===== src/rtl/instr_queue.sv =====
// instr_queue: circular fetch-to-dispatch FIFO with fall-through head, early-full stall and sticky overflow
module instr_queue #(
  parameter int DEPTH = 8,
  parameter int PC_W = 32,
  parameter int INSTR_W = 32
) (
  input  logic                     clk,
  input  logic                     reset,
  input  logic                     flush,
  input  logic                     in_valid,
  input  logic [PC_W-1:0]          in_pc,
  input  logic [INSTR_W-1:0]       in_instr,
  output logic                     queue_full,
  output logic                     out_valid,
  input  logic                     out_ready,
  output logic [PC_W-1:0]          out_pc,
  output logic [INSTR_W-1:0]       out_instr,
  output logic [$clog2(DEPTH):0]   count,
  output logic                     overflow
);
  localparam int AW = $clog2(DEPTH);
  localparam int CW = AW + 1;
  localparam logic [AW:0] full_n = CW'(DEPTH);
  localparam logic [AW:0] thr_n = CW'(DEPTH - 1);
  logic [PC_W-1:0] pc_mem [DEPTH];
  logic [INSTR_W-1:0] instr_mem [DEPTH];
  logic [AW-1:0] head, tail;
  logic [AW:0] cnt;
  logic push, pop;
  always_comb begin
    out_valid = cnt != '0;
    pop = out_valid && out_ready;
    push = in_valid && (cnt != full_n || pop);
    out_pc = out_valid ? pc_mem[head] : '0;
    out_instr = out_valid ? instr_mem[head] : '0;
    queue_full = cnt >= thr_n;
    count = cnt;
  end
  always_ff @(posedge clk) begin
    if (reset) begin
      head <= '0;
      tail <= '0;
      cnt <= '0;
      overflow <= 1'b0;
    end else if (flush) begin
      head <= '0;
      tail <= '0;
      cnt <= '0;
    end else begin
      if (push) tail <= tail + 1'b1;
      if (pop) head <= head + 1'b1;
      cnt <= cnt + CW'(push) - CW'(pop);
      if (in_valid && cnt == full_n && !pop) overflow <= 1'b1;
    end
  end
  // storage is not reset; only pointers define what is valid
  always_ff @(posedge clk) begin
    if (push && !reset && !flush) begin
      pc_mem[tail] <= in_pc;
      instr_mem[tail] <= in_instr;
    end
  end
endmodule


===== config.mk =====
export PLATFORM = sky130hd
export DESIGN_NAME = instr_queue
export DESIGN_NICKNAME = d
export VERILOG_FILES = /design/src/rtl/instr_queue.sv
export SDC_FILE = /design/constraint.sdc
export NUM_CORES = 1
export LEC_CHECK = 0
export BUFFER_PORTS_ARGS = -buffer_cell sky130_fd_sc_hd__buf_2
export CORE_AREA = 5 5 188 190
export CTS_CLUSTER_SIZE = 40
export DETAILED_ROUTE_END_ITERATION = 7
export DIE_AREA = 0 0 193 195
export PLACE_DENSITY = 0.79
export SYNTH_ARGS = -nofsm -noshare
export SYNTH_HDL_FRONTEND = slang
export SYNTH_SLANG_ARGS = --single-unit

===== constraint.sdc =====
create_clock -name clk -period 8.2 [get_ports clk]
set_clock_uncertainty 0.1 [all_clocks]
set_input_delay 0.82 -clock clk [delete_from_list [all_inputs] [get_ports clk]]
set_output_delay 0.82 -clock clk [all_outputs]
set_load 0.02 [all_outputs]

Word level (Yosys, flattened, before mapping)
Memories as Yosys holds them, arrays and structs flattened. A register that Yosys moved wholly into a read port is not among the register bits.
Cells that the tools add are included.
{"block": "op_classes", "reduce_logical": 13, "n_bitwise": 1, "eq_ne": 2, "magnitude_cmp": 1, "n_addsub": 4, "muxes": 8}
{"op": "two-way mux 32 bit", "count": 2}
{"op": "two-way mux 3 bit", "count": 4}
{"op": "adder 3 x 1 -> 3 bit, second input constant", "count": 2}
{"op": "logical AND 1 bit", "count": 6}
{"op": "adder 4 x 1 -> 4 bit", "count": 1}
{"op": "== test 4 bit, second input constant", "count": 1}
{"op": "greater-or-equal comparator 4 x 3 -> 1 bit, second input constant", "count": 1}
{"op": "inequality test 4 bit, second input constant", "count": 1}
{"op": "nonzero test 4 bit", "count": 1}
{"op": "subtractor 4 x 1 -> 4 bit", "count": 1}
{"op": "zero test 1 bit", "count": 3}
{"op": "two-way mux 1 bit", "count": 2}
{"op": "AND reduction 2 bit", "count": 1}
{"op": "OR reduction 2 bit", "count": 1}
{"op": "logical OR 1 bit", "count": 1}
{"op": "inverter 1 bit", "count": 1}
{"block": "totals", "mem_bits_rw": 512, "mem_count": 2, "input_bits": 69, "register_bits": 11}
{"name": "instr_mem", "words": 8, "width": 32, "rd": 1, "rd_ports_with_merged_regs": 1, "write_ports": 1, "line": "26", "source": "logic [INSTR_W-1:0] instr_mem [DEPTH];"}
{"name": "pc_mem", "words": 8, "width": 32, "rd": 1, "rd_ports_with_merged_regs": 1, "write_ports": 1, "line": "25", "source": "logic [PC_W-1:0] pc_mem [DEPTH];"}

Longest topological paths before layout
Gate-level depths: netlist of the first run.
{"block": "logic_depth", "word_depth": 8, "ltp_mapped": 10, "depth_no_buf": 10}

Worst setup path after synthesis of the first run
No wires, ideal clock.
{"block": "synth_timing", "kind": "input -> register", "start": "input port flush", "end": "memory instr_mem[0][0], enable pin", "slack_ns": 1.605, "required_ns": 7.535, "stages": 4, "arrival_ns": 5.931, "setup_ns": 0.565, "n_path_buf": 1, "cell_sequence": "or2_2 > clkbuf_1 > or3_1 > nor3_1"}
{"block": "synth_via", "elab_chain_len": 4}
{"item": "from (decl)", "line": "9", "source": "input logic flush,"}
{"item": "zero test 1 bit", "line": "58", "source": "if (push && !reset && !flush) begin"}
{"item": "logical AND 1 bit", "line": "58"}
{"item": "two-way mux 1 bit", "line": "58"}
{"item": "two-way mux 1 bit (implied by the code)", "line": "60", "source": "instr_mem[tail] <= in_instr;"}
{"item": "to (decl)", "line": "26"}
No other way between the ends.

==> results of run 1 <==
-- critical path: cells and delay by family, from the launching register on --
kind	cells	cell delay, ps
compound gates	1	270
mux	1	420
buf+inv	3	1540
flops	1	600
-- cell type report --
| cell class | instances | area (um^2) |
|---|---|---|
| Sequential cell | 526 | 15700 |
| Antenna cell | 3 | 7.51 |
| Clock buffer | 60 | 1350 |
| Multi-Input combinational cell | 262 | 3980 |
| Fill cell | 2001 | 10500 |
| Tap cell | 448 | 561 |
| Inverter | 10 | 37.5 |
| Timing Repair Buffer | 159 | 846 |
| Clock inverter | 33 | 304 |
-- metrics by stage --
stage / cells / instance area, um^2
after floorplan: 840 / 19900
after global placement: 1405 / 21100
after detailed placement: 1405 / 21100
after CTS: 1498 / 22700
after global routing: 1499 / 22700
final: 1501 / 22800
-- logic make-up (layout without fill, tap and decap cells) --
kind of cell | count (synthesis) | in the layout | share of synthesized area (%)
DFF | 526 | 526 | 78.8
and+or+nand+nor | 42 | 42 | 1.16
xor gates and xnor gates | 1 | 1 | 0.0441
adders and majority gates | 9 | 9 | 0.605
muxes | 132 | 132 | 14.7
buffers and inverters | 52 | 262 | 1.40
AOI/OAI and AO/OA | 78 | 78 | 3.28
other | 0 | 3 | 0
-- metal layers --
| metal | vias to the layer above | wire [um] | GRT usage (%) |
|---|---|---|---|
| met5 | - | 55 | 0 |
| met3 | 61 | 2420 | 3.86 |
| met4 | 8 | 712 | 5.38 |
| li1 | 3952 | - | - |
| met2 | 344 | 20300 | 35.2 |
| met1 | 4947 | 16000 | 30.5 |
-- flip-flops by register name, summed over array words and instances (netlist names), named ones only --
name / cells
head: 3
pc_mem: 256
tail: 3
count: 4
overflow: 1
instr_mem: 256
-- worst paths after layout --
check             cells after the start  startpoint  slack, ps             to
hold / removal                        2       reset        390       overflow
hold reg to reg                       2     head[2]        390        head[2]
setup reg to reg                      7    count[2]       5270  pc_mem[6][29]
setup / recovery                      5        flop       3770  out_instr[13]
-- power groups by stage --
stage / clock (mW) / combinational (mW) / sequential, mW
global route: 2.45 / 0.428 / 2.98
floorplan: 0 / 0.248 / 3.04
global placement: 0 / 0.395 / 3.04
finish: 2.29 / 0.399 / 2.98
detailed placement: 0 / 0.402 / 3.04
CTS: 2.32 / 0.405 / 2.98
-- synthesized netlist by cell type (2+ instances only) --
cell and count:
sky130_fd_sc_hd__edfxtp_1 512, sky130_fd_sc_hd__mux4_2 128, sky130_fd_sc_hd__a22o_1 64, sky130_fd_sc_hd__buf_2 19, sky130_fd_sc_hd__dfxtp_1 14, sky130_fd_sc_hd__inv_1 9
sky130_fd_sc_hd__ha_1 8, sky130_fd_sc_hd__nor3_1 8, sky130_fd_sc_hd__buf_1 7, sky130_fd_sc_hd__buf_6 7, sky130_fd_sc_hd__clkbuf_1 7, sky130_fd_sc_hd__nand2_1 7
sky130_fd_sc_hd__nor2_1 7, sky130_fd_sc_hd__or3_1 6, sky130_fd_sc_hd__a21oi_1 5, sky130_fd_sc_hd__mux2i_1 4, sky130_fd_sc_hd__nand3_1 3, sky130_fd_sc_hd__o21ai_0 3
sky130_fd_sc_hd__and2_1 2, sky130_fd_sc_hd__buf_4 2, sky130_fd_sc_hd__nand3b_1 2, sky130_fd_sc_hd__nor2b_1 2, sky130_fd_sc_hd__or2_2 2
==> impl_summary.md, run 1 <==
Power and ir drop
The clock network fraction of design power is 40.4%. Combinational cells account for 7.0% of the total power. In this run the static leakage power is 7.39 nW. Per report_power, the sequential group accounts for 52.5% of the total. IR analysis of the VDD net gives a maximum drop of 162 uV. The analysis attributes to net switching a power of 1.20 mW.

Overall power consumption after layout is estimated at 5.67 mW. In this run switching power makes up 21.1% of total power. The internal power is 4.47 mW. For this design the ratio of total power to cell area is 249 nW/um^2.

STA
For the pin with the worst max-slew slack, the measured transition is 1110 ps. The fraction of the cycle the final worst path needs is 54.1%. Setup repair after global routing left no endpoint under its margin. Setup violations remaining at the end of the flow were counted as 0. Static timing analysis puts the maximum clock frequency at 226 MHz. The count of endpoints failing hold in the final timing report is 0. On the final layout, the worst hold slack is 385 ps. The number of pins exceeding their max-slew limit in the final report was 0.

The time the final worst path needs with I/O delays and setup is 4430 ps. The worst setup margin is 3770 ps. The remaining max-slew budget at the tightest pin is 26.2%. The final setup TNS is 0 ps.

Detailed routing
Using the TritonRoute via totals, the vias-per-cell ratio works out to 6.20. The number of vias in the routed layout is 9,312. The post-route antenna net violation count is 0. Before antenna repair, the detailed router went through 5 iterations. Dividing the detail-routed wire length by the instance count gives 26.3 um.

The initial detailed-routing violation count is 784. The total routed wirelength is 39.4 mm. After detailed routing, the number of remaining DRC violations is 0.

GRT
The largest net degree at the start of global routing is 65. The via count of the first global-routing pass is 9,862. Global routing used 21.4% of the available tracks across all layers. The number of antenna violations at the first check in global routing is 5. The wire length of the first global-routing pass is 59.9 mm. The total overflow reported by the global router is 0.

Clocking
TritonCTS built the clock tree. The tree is rooted in a sky130_fd_sc_hd__clkbuf_16. The maximum level of the CTS H-tree is 2. Clock-pin slew was measured on the worst setup and hold paths at 60 ps. The number of clock buffers added by TritonCTS is 50. Clock tree synthesis found a total of 526 sinks. The post-cts repair resize count is 0. The clock latency at the later pin of the worst-skew pair is 550 ps. The clock tree buffer depth is 3.

After clock tree synthesis, the setup repair step added 0 buffers. The number of hold buffers added after CTS was 0.

Yosys
By area the synthesized netlist is led by sky130_fd_sc_hd__edfxtp_1 77%, sky130_fd_sc_hd__mux4_2 15%, sky130_fd_sc_hd__a22o_1 2.8%. The number of warnings issued by yosys is 0. The number of different library cells used by synthesis comes to 35.

Summed over all instances, the cell type with the most area after synthesis is sky130_fd_sc_hd__edfxtp_1. The number of nets handed over by synthesis was 918. Yosys mapped a number of flops with a built-in enable equal to 512.

For this run, the leading register cell type out of synthesis is sky130_fd_sc_hd__edfxtp_1. The share of async-settable or async-resettable flops after synthesis is 0%. The top cell type by area accounts for 77.4% of the synthesized area.

Synthesis produced 840 cells. The synthesized area divided by synthesized cell count is 23.7 um^2. Synthesis inferred 526 register bits. Of the synthesized area, sequential elements account for 78.8%. The mapped netlist covers 19,900 um^2.

Cells and area
Once layout is complete, the utilization of the core stands at 68.4%. The layout-stage area growth over the synthesis result is 14.5%. In the final layout, the share of cells above drive strength 1 is 35.7%. In the layout the commonest cells are 512 x sky130_fd_sc_hd__edfxtp_1, 139 x sky130_fd_sc_hd__buf_2, 128 x sky130_fd_sc_hd__mux4_2, 64 x sky130_fd_sc_hd__a22o_1, 51 x sky130_fd_sc_hd__clkbuf_16. The leading cell type in the layout, fill and taps excluded is sky130_fd_sc_hd__edfxtp_1. The final layout net count is 1,087.

Worst setup path
STA classifies the critical path endpoint as an output port. STA classifies the critical path startpoint as a flop. The signal on the critical path passes through buf_4, buf_4, mux4_2, a22o_1, buf_2. For the worst setup path, the data required time is 7280 ps. Along the worst path, the maximum fanout reaches 57. For the worst setup path, the data arrival time is 3510 ps. The setup path with the least slack is of type reg -> out.

Counting stages on the worst path, the most repeated cell is sky130_fd_sc_hd__buf_4. The largest stage delay on the critical path is 710 ps. The standard cell with the maximum stage delay on the critical path is sky130_fd_sc_hd__buf_4.

Place
The post-placement worst setup slack is 4370 ps. At the end of routability-driven placement, the weighted congestion stood at 0.730. The HPWL after detailed placement is 20.8 mm. Buffers placed on the I/O ports in this run total 139.

Die
The total area inside the core boundary comes to 33,300 um^2. The die height is 195 um. Measured along the x axis, the die boundary spans 193 um.

The die covers 37,600 um^2. The boundary pin count is 140. The starting utilization of the core area is 59.7%. The initialized floorplan defines 67 standard-cell rows.

Outcome
The run finished with clean final reports.

Hold path
The worst hold path class is in -> reg.

Run
The tool flagged a number of max-cap violations equal to 0.
Note: power is estimated with default switching activity, not from simulation.
==> run 2, diff against run 1 <==
==> constraint.sdc (replaced) <==
create_clock -name clk -period 4.45 [get_ports clk]
set_clock_uncertainty 0.1 [all_clocks]
set_input_delay 0.445 -clock clk [delete_from_list [all_inputs] [get_ports clk]]
set_output_delay 0.445 -clock clk [all_outputs]
set_load 0.02 [all_outputs]
==> run 2 against run 1 <==
Compared with the run above:
- total power rose by 79%
- sequential share of layout area barely moved
- cell area barely moved
- critical path depth grew 3
- hold slack worse by 360 ps
- final cell count is essentially flat
- wire length shrank 3.1%
- register-to-register slack got worse by 3500 ps
- first-iteration DRC count fell by 16%
- core utilization about the same
- count of clock-buffer cells in the layout rose by 5
- global-route usage shrank 0.62 points
==> impl_summary.md, run 2 (synthesis gave the netlist of run 1 again) <==
Detailed routing
For this run, design rule violations remaining after detail routing come to 0. The count of nets left with antenna violations once routing finished came out at 0. The final layout contains routed wiring with a total length of 38.2 mm. The first routing iteration left 657 violations. The number of vias per cell after detailed routing is 6.06.

The routed layout has 9,089 vias. Before antenna repair, the detailed router went through 6 iterations. The final routed wire length divided by cell count is 25.5 um.

Cells and area
The non-filler instance count after layout is 1,500. For this run, the share of the core covered by cells in the final layout is 68.4%. Fill cells in the final layout number 2,055.

The final layout net count is 1,085. The fraction of layout instances using a drive strength above 1 is 35.1%. The library cells used most frequently in the layout, excluding fill and tap cells, are 512 x sky130_fd_sc_hd__edfxtp_1, 139 x sky130_fd_sc_hd__buf_2, 128 x sky130_fd_sc_hd__mux4_2, 64 x sky130_fd_sc_hd__a22o_1, 51 x sky130_fd_sc_hd__clkbuf_16. The library cell used most frequently in the layout, excluding fill and tap cells, is sky130_fd_sc_hd__edfxtp_1. The layout-stage area growth over the synthesis result is 14.6%. Summing all non-filler instances in the final layout gives an area of 22,800 um^2.

GRT
The largest net degree at the start of global routing is 103. The wire length of the first global-routing pass is 58.4 mm. The via count of the first global-routing pass was 9,795. The overall track demand over capacity in global routing is 20.8%. After global routing the overflow that remains totals 0. The number of antenna violations at the first check in global routing is 6.

STA
The routed design could run at a clock period as short as 3610 ps. Setup repair after global routing left no endpoint under its margin. The fraction of the cycle the final worst path needs is 81.2%. The maximum clock rate is 277 MHz. The slew at the pin with the worst max-slew slack is 877 ps. The count of endpoints failing hold in the final timing report is 0.

After layout, the worst setup slack is 837 ps. The number of pins exceeding their max-slew limit in the final report was 0. Setup violations remaining at the end of the flow were counted as 0.

The remaining max-slew budget at the tightest pin is 41.5%.

Clocking
The clock transition time at the flip-flop clock pins of the worst setup and hold paths is 50 ps. After clock tree synthesis, the setup repair step added 0 buffers. The root buffer selected by CTS is sky130_fd_sc_hd__clkbuf_16. The post-cts repair resize count is 0.

Buffers inserted during clock tree synthesis total 49. The TritonCTS clock tree is yes. The maximum level of the CTS H-tree is 2.

The number of hold buffers added after CTS was 0. For this design, the sink count on the clock tree is 526. The clock reaches the later pin of the worst-skew pair after 550 ps. The clock tree buffer depth is 3.

Die
The floorplan step set the die width to 193 um. The die height is 195 um. Pin placement for this block handled 140 I/O pins.

The die covers 37,600 um^2. After floorplanning, the core was divided into 67 placement rows. After floorplanning, the core was sized to cover 33,300 um^2. The starting utilization of the core area is 59.7%.

Place
Once detailed placement completed, the half-perimeter wirelength came to 20.1 mm. After detailed placement, the total cell area comes to 21,200 um^2. The number of port buffers is 139. The post-placement worst setup slack is 1340 ps. The last weighted congestion value of the routability-driven placer is 0.769. Including well taps, the total number of placed cells is 1,404.

Worst setup path
The critical path goes through inv_1, ha_1, nor3b_4, inv_2, and2_2, buf_4, a22o_1, buf_2. For this run, the slowest stage of the critical path takes 680 ps. At the worst endpoint, the required time is 3900 ps.

The worst setup path is of the reg -> out kind. The maximum fanout count along the critical path is 30. STA classifies the critical path endpoint as an output port.

STA puts the critical path data arrival time at 3070 ps. The slowest stage of the critical path belongs to the cell sky130_fd_sc_hd__and2_2. STA classifies the critical path startpoint as a flop.

Outcome
The flow ran to the end, and the final reports show no timing, DRC or antenna violations.

Hold path
The worst hold path class is in -> reg.

Run
Across the run, the number of max-cap violations was 0.

Power and ir drop
The sum of internal, switching and leakage power is 10.2 mW. The leakage component of the power is 7.35 nW. For this design the ratio of total power to cell area is 447 nW/um^2. The worst IR drop on VDD is 351 uV.
==> run 2: cell types whose count changed in the layout (fill, tap and decap cells not counted), moves of 3 or more <==
cell / delta
sky130_fd_sc_hd__buf_12: +9
sky130_fd_sc_hd__buf_4: -10
sky130_fd_sc_hd__bufinv_16: -3
sky130_fd_sc_hd__clkbuf_1: +9
sky130_fd_sc_hd__clkbuf_8: -4
sky130_fd_sc_hd__clkinv_1: -4
sky130_fd_sc_hd__nor3_2: -5
sky130_fd_sc_hd__nor3_4: +5
==> run 2: per-layer routing <==
metal | vias to the layer above | global-route usage (%) | wire [um]
met5 | - | 0 | 33
met4 | 6 | 5.82 | 862
met3 | 68 | 3.77 | 2190
met2 | 271 | 35.4 | 19900
met1 | 4784 | 28.0 | 15200
li1 | 3960 | - | -
==> run 2: critical path: cells and delay by family, from the launching register on <==
| kind | cells | cell delay (ps) |
|---|---|---|
| AND/OR/NAND/NOR | 2 | 870 |
| AO/OA/AOI/OAI | 1 | 230 |
| flip-flops | 1 | 340 |
| buffers and inverters | 4 | 810 |
| adder cells (fa/ha/maj) | 1 | 230 |
==> run 2: path summary, 6_finish.rpt <==
| check | from | to | slack, ps | depth (start not counted) |
|---|---|---|---|---|
| setup / recovery | count[2] | out_pc[24] | 840 | 8 |
| hold / removal | reset | overflow | 20 | 2 |
| setup reg to reg | count[2] | pc_mem[6][18] | 1810 | 7 |
| hold reg to reg | head[2] | flop | 380 | 2 |
==> run 2: power breakdown <==
group | switching [mW] | internal [mW]
logic | 0.455 | 0.285
registers | 0.0150 | 5.47
clock network | 1.68 | 2.27
total | 2.15 | 8.02
==> run 2: final cells by class <==
| class | count | area [um^2] | area share (%) |
|---|---|---|---|
| repair buffers | 158 | 951 | 4.18 |
| diodes | 4 | 10.0 | 0.0440 |
| inverters | 10 | 37.5 | 0.165 |
| multi-input cells | 262 | 4010 | 17.6 |
| clock inverters | 27 | 200 | 0.879 |
| clock buffers | 65 | 1330 | 5.84 |
| well taps | 448 | 561 | 2.46 |
| flip-flops and latches | 526 | 15700 | 68.8 |
==> run 2: per-stage QoR <==
stage	hold WS, ps	setup TNS (ps)
after floorplan	353	-339750
after global placement	363	0
after detailed placement	377	0
after CTS	0.246	0
after global routing	4.32	0
final	21.0	0
==> run 3, diff against run 2 <==
==> constraint.sdc (replaced) <==
create_clock -name clk -period 3.6 [get_ports clk]
set_clock_uncertainty 0.1 [all_clocks]
set_input_delay 0.36 -clock clk [delete_from_list [all_inputs] [get_ports clk]]
set_output_delay 0.36 -clock clk [all_outputs]
set_load 0.02 [all_outputs]
==> run 3 against run 2 <==
Compared with the run above:
- global-route usage up 0.99 points
- wire length up 4.1%
- flip-flop and latch count unchanged
- sequential share of layout area down 2.1 points
- hold slack better by 5.4 ps
- setup slack worse by 620 ps
==> impl_summary.md, run 3 (synthesis gave the netlist of run 1 again) <==
Clocking
The tree built by TritonCTS fans out to 526 sinks. The clock latency at the later pin of the worst-skew pair is 550 ps. The clock tree buffer depth is 3. The H-tree generated during clock tree synthesis spans 2 levels. The total CTS buffers is 51.

TritonCTS built the clock tree. Post-CTS repair changed the size of 0 cells. In this run the clock root is driven by a sky130_fd_sc_hd__clkbuf_16. Clock-pin slew was measured on the worst setup and hold paths at 60 ps.

Power and ir drop
Power spread over the standard cell area amounts to 544 nW/um^2. For this design the static power due to leakage is 7.68 nW. The worst IR drop on VDD is 428 uV.

Worst setup path
The required arrival time at the worst endpoint is 3140 ps. The reg-to-reg critical path startpoint is count[2]. The critical setup path kind is reg -> out.

The worst setup path is launched from a flop. The startpoint of the most critical setup path is count[2]. For this design, the slowest cell found on the critical path is sky130_fd_sc_hd__and2_2. Counting cells, the worst reg-to-reg path comes to 11. Traced cell by cell, the critical path runs through inv_1, ha_1, nor3b_4, inv_2, and2_2, buf_12, buf_4, a22o_1, buf_2. In this run the worst path has a maximum fanout of 37. For the worst setup path, the data arrival time is 2920 ps. The kind of end point of the critical path is an output port.

In this design, the stage delay of the slowest critical-path cell is 520 ps.

STA
The number of pins exceeding their max-slew limit in the final report is 0. The fraction of the cycle the final worst path needs is 93.9%. The slew at the pin with the worst max-slew slack is 692 ps.

The time the final worst path needs with I/O delays and setup is 3380 ps. The count of endpoints failing hold in the final timing report is 0. Setup violations remaining at the end of the flow were counted as 0. The worst pin sits at a relative slew slack of 53.9%. The maximum clock rate is 296 MHz. Setup repair after global routing left no endpoint under its margin.

Cells and area
The final standard cell area without fillers is 23,500 um^2. For this run, the share of the core covered by cells in the final layout is 70.6%. The layout-stage area growth over the synthesis result is 18.2%. The final layout net count is 1,160. Cells with a size suffix above 1 make up 33.9% of the layout. The library cells used most frequently in the layout, excluding fill and tap cells, are 512 x sky130_fd_sc_hd__edfxtp_1, 139 x sky130_fd_sc_hd__buf_2, 128 x sky130_fd_sc_hd__mux4_2, 64 x sky130_fd_sc_hd__a22o_1, 64 x sky130_fd_sc_hd__dlygate4sd3_1.

The leading cell type in the layout, fill and taps excluded is sky130_fd_sc_hd__edfxtp_1.

Place
The post-place instance area is 21,300 um^2. The HPWL after detailed placement is 21.0 mm. Routability-driven placement finished with a final weighted congestion of 0.742.

The number of port buffers is 139.

Detailed routing
The total routed wirelength is 39.8 mm. Once detail routing completed, the nets flagged for antenna violations numbered 0. The initial detailed-routing violation count is 856. After detailed routing, the number of vias per cell comes to 6.09. The number of vias in the routed layout is 9,554. The final routed wire length divided by cell count is 25.4 um. The number of optimization iterations in the first detailed-route pass is 5. The total DRC errors in the routed layout is 0.

Outcome
The flow ran to the end, and the final reports show no timing, DRC or antenna violations.

Hold path
Along the worst hold path, the cell count comes to 1. The path class of the tightest hold or removal check is in -> reg. The origin of the worst min-delay path is in_instr[17].

Die
The cell row count is 67. The die area is 37,600 um^2. The floorplan step defined a core boundary enclosing 33,300 um^2.

The starting utilization of the core area is 59.7%. In this run the vertical extent of the chip is 195 um. From left edge to right edge, the die measures 193 um.

The boundary pin count is 140.

Run
The count of max-cap constraint violations is 0.

GRT
The number of antenna violations at the first check in global routing is 4. The first global-routing pass estimated 62.0 mm of wire. The total overflow reported by the global router is 0. The via count of the first global-routing pass is 10.5k.

The largest net degree at the start of global routing is 84. met2 is the most crowded layer. The met3 capacity usage during global routing is 3.96%. The global-route track usage on met2 is 35.8%. Global routing consumed, over all layers together, 21.8% of the routing resources. The fraction of met1 tracks used by global routing is 30.9%.
==> run 3: cell types whose count changed in the layout (fill, tap and decap cells not counted), sizes merged <==
cell	before	now
dlygate4sd3	0	64
buf	158	167
clkinv	22	15
clkbuf	65	67
==> run 3: critical path: cells and delay by family, from the launching register on <==
kind	cells	cell delay [ps]
simple gates	2	710
buf+inv	5	890
compound gates	1	160
flops	1	350
fa+ha+maj	1	230
==> run 3: worst paths after layout <==
path,to,slack [ps]
max,out_instr[2],220
max reg2reg,count[2],1010
min reg2reg,flop,390
min,instr_mem[4][17],30
==> run 3: layout make-up <==
cell class	instances	area, um^2
flip-flops and latches	526	15700
fillers	1974	9800
multi-input cells	262	4030
repair buffers	231	1630
clock buffers	67	1380
well taps	448	561
clock inverters	20	170
inverters	10	37.5
diodes	4	10.0
==> run 3: metrics by stage <==
step	setup TNS (ps)	worst slack (ps)	total power, mW	hold WS [ps]	instances
after CTS	0	168	12.9	1.35	1563
after global routing	0	22.0	13.2	16.6	1568
after global placement	0	863	7.83	359	1412
after detailed placement	0	778	7.85	385	1412
final	0	220	12.8	26.4	1568
after floorplan	-323460	-632	7.48	332	840
==> run 3: where the power goes <==
| part | switching, mW | leakage (nW) | internal [mW] |
|---|---|---|---|
| Sequential | 0.0270 | 4.73 | 6.76 |
| Combinational | 0.588 | 2.20 | 0.406 |
| Clock | 2.11 | 0.756 | 2.88 |
==> run 3: per-layer routing <==
layer,vias up,routed length (um)
li1,4093,-
met1,5046,16100
met2,356,20300
met5,-,0
met4,0,823
met3,59,2600
==> run 3: repair_timing <==
action	in CTS	in global routing
setup endpoints to repair	0	11
hold buffers	64	0
setup buffers	0	1
hold endpoints to repair	505	0
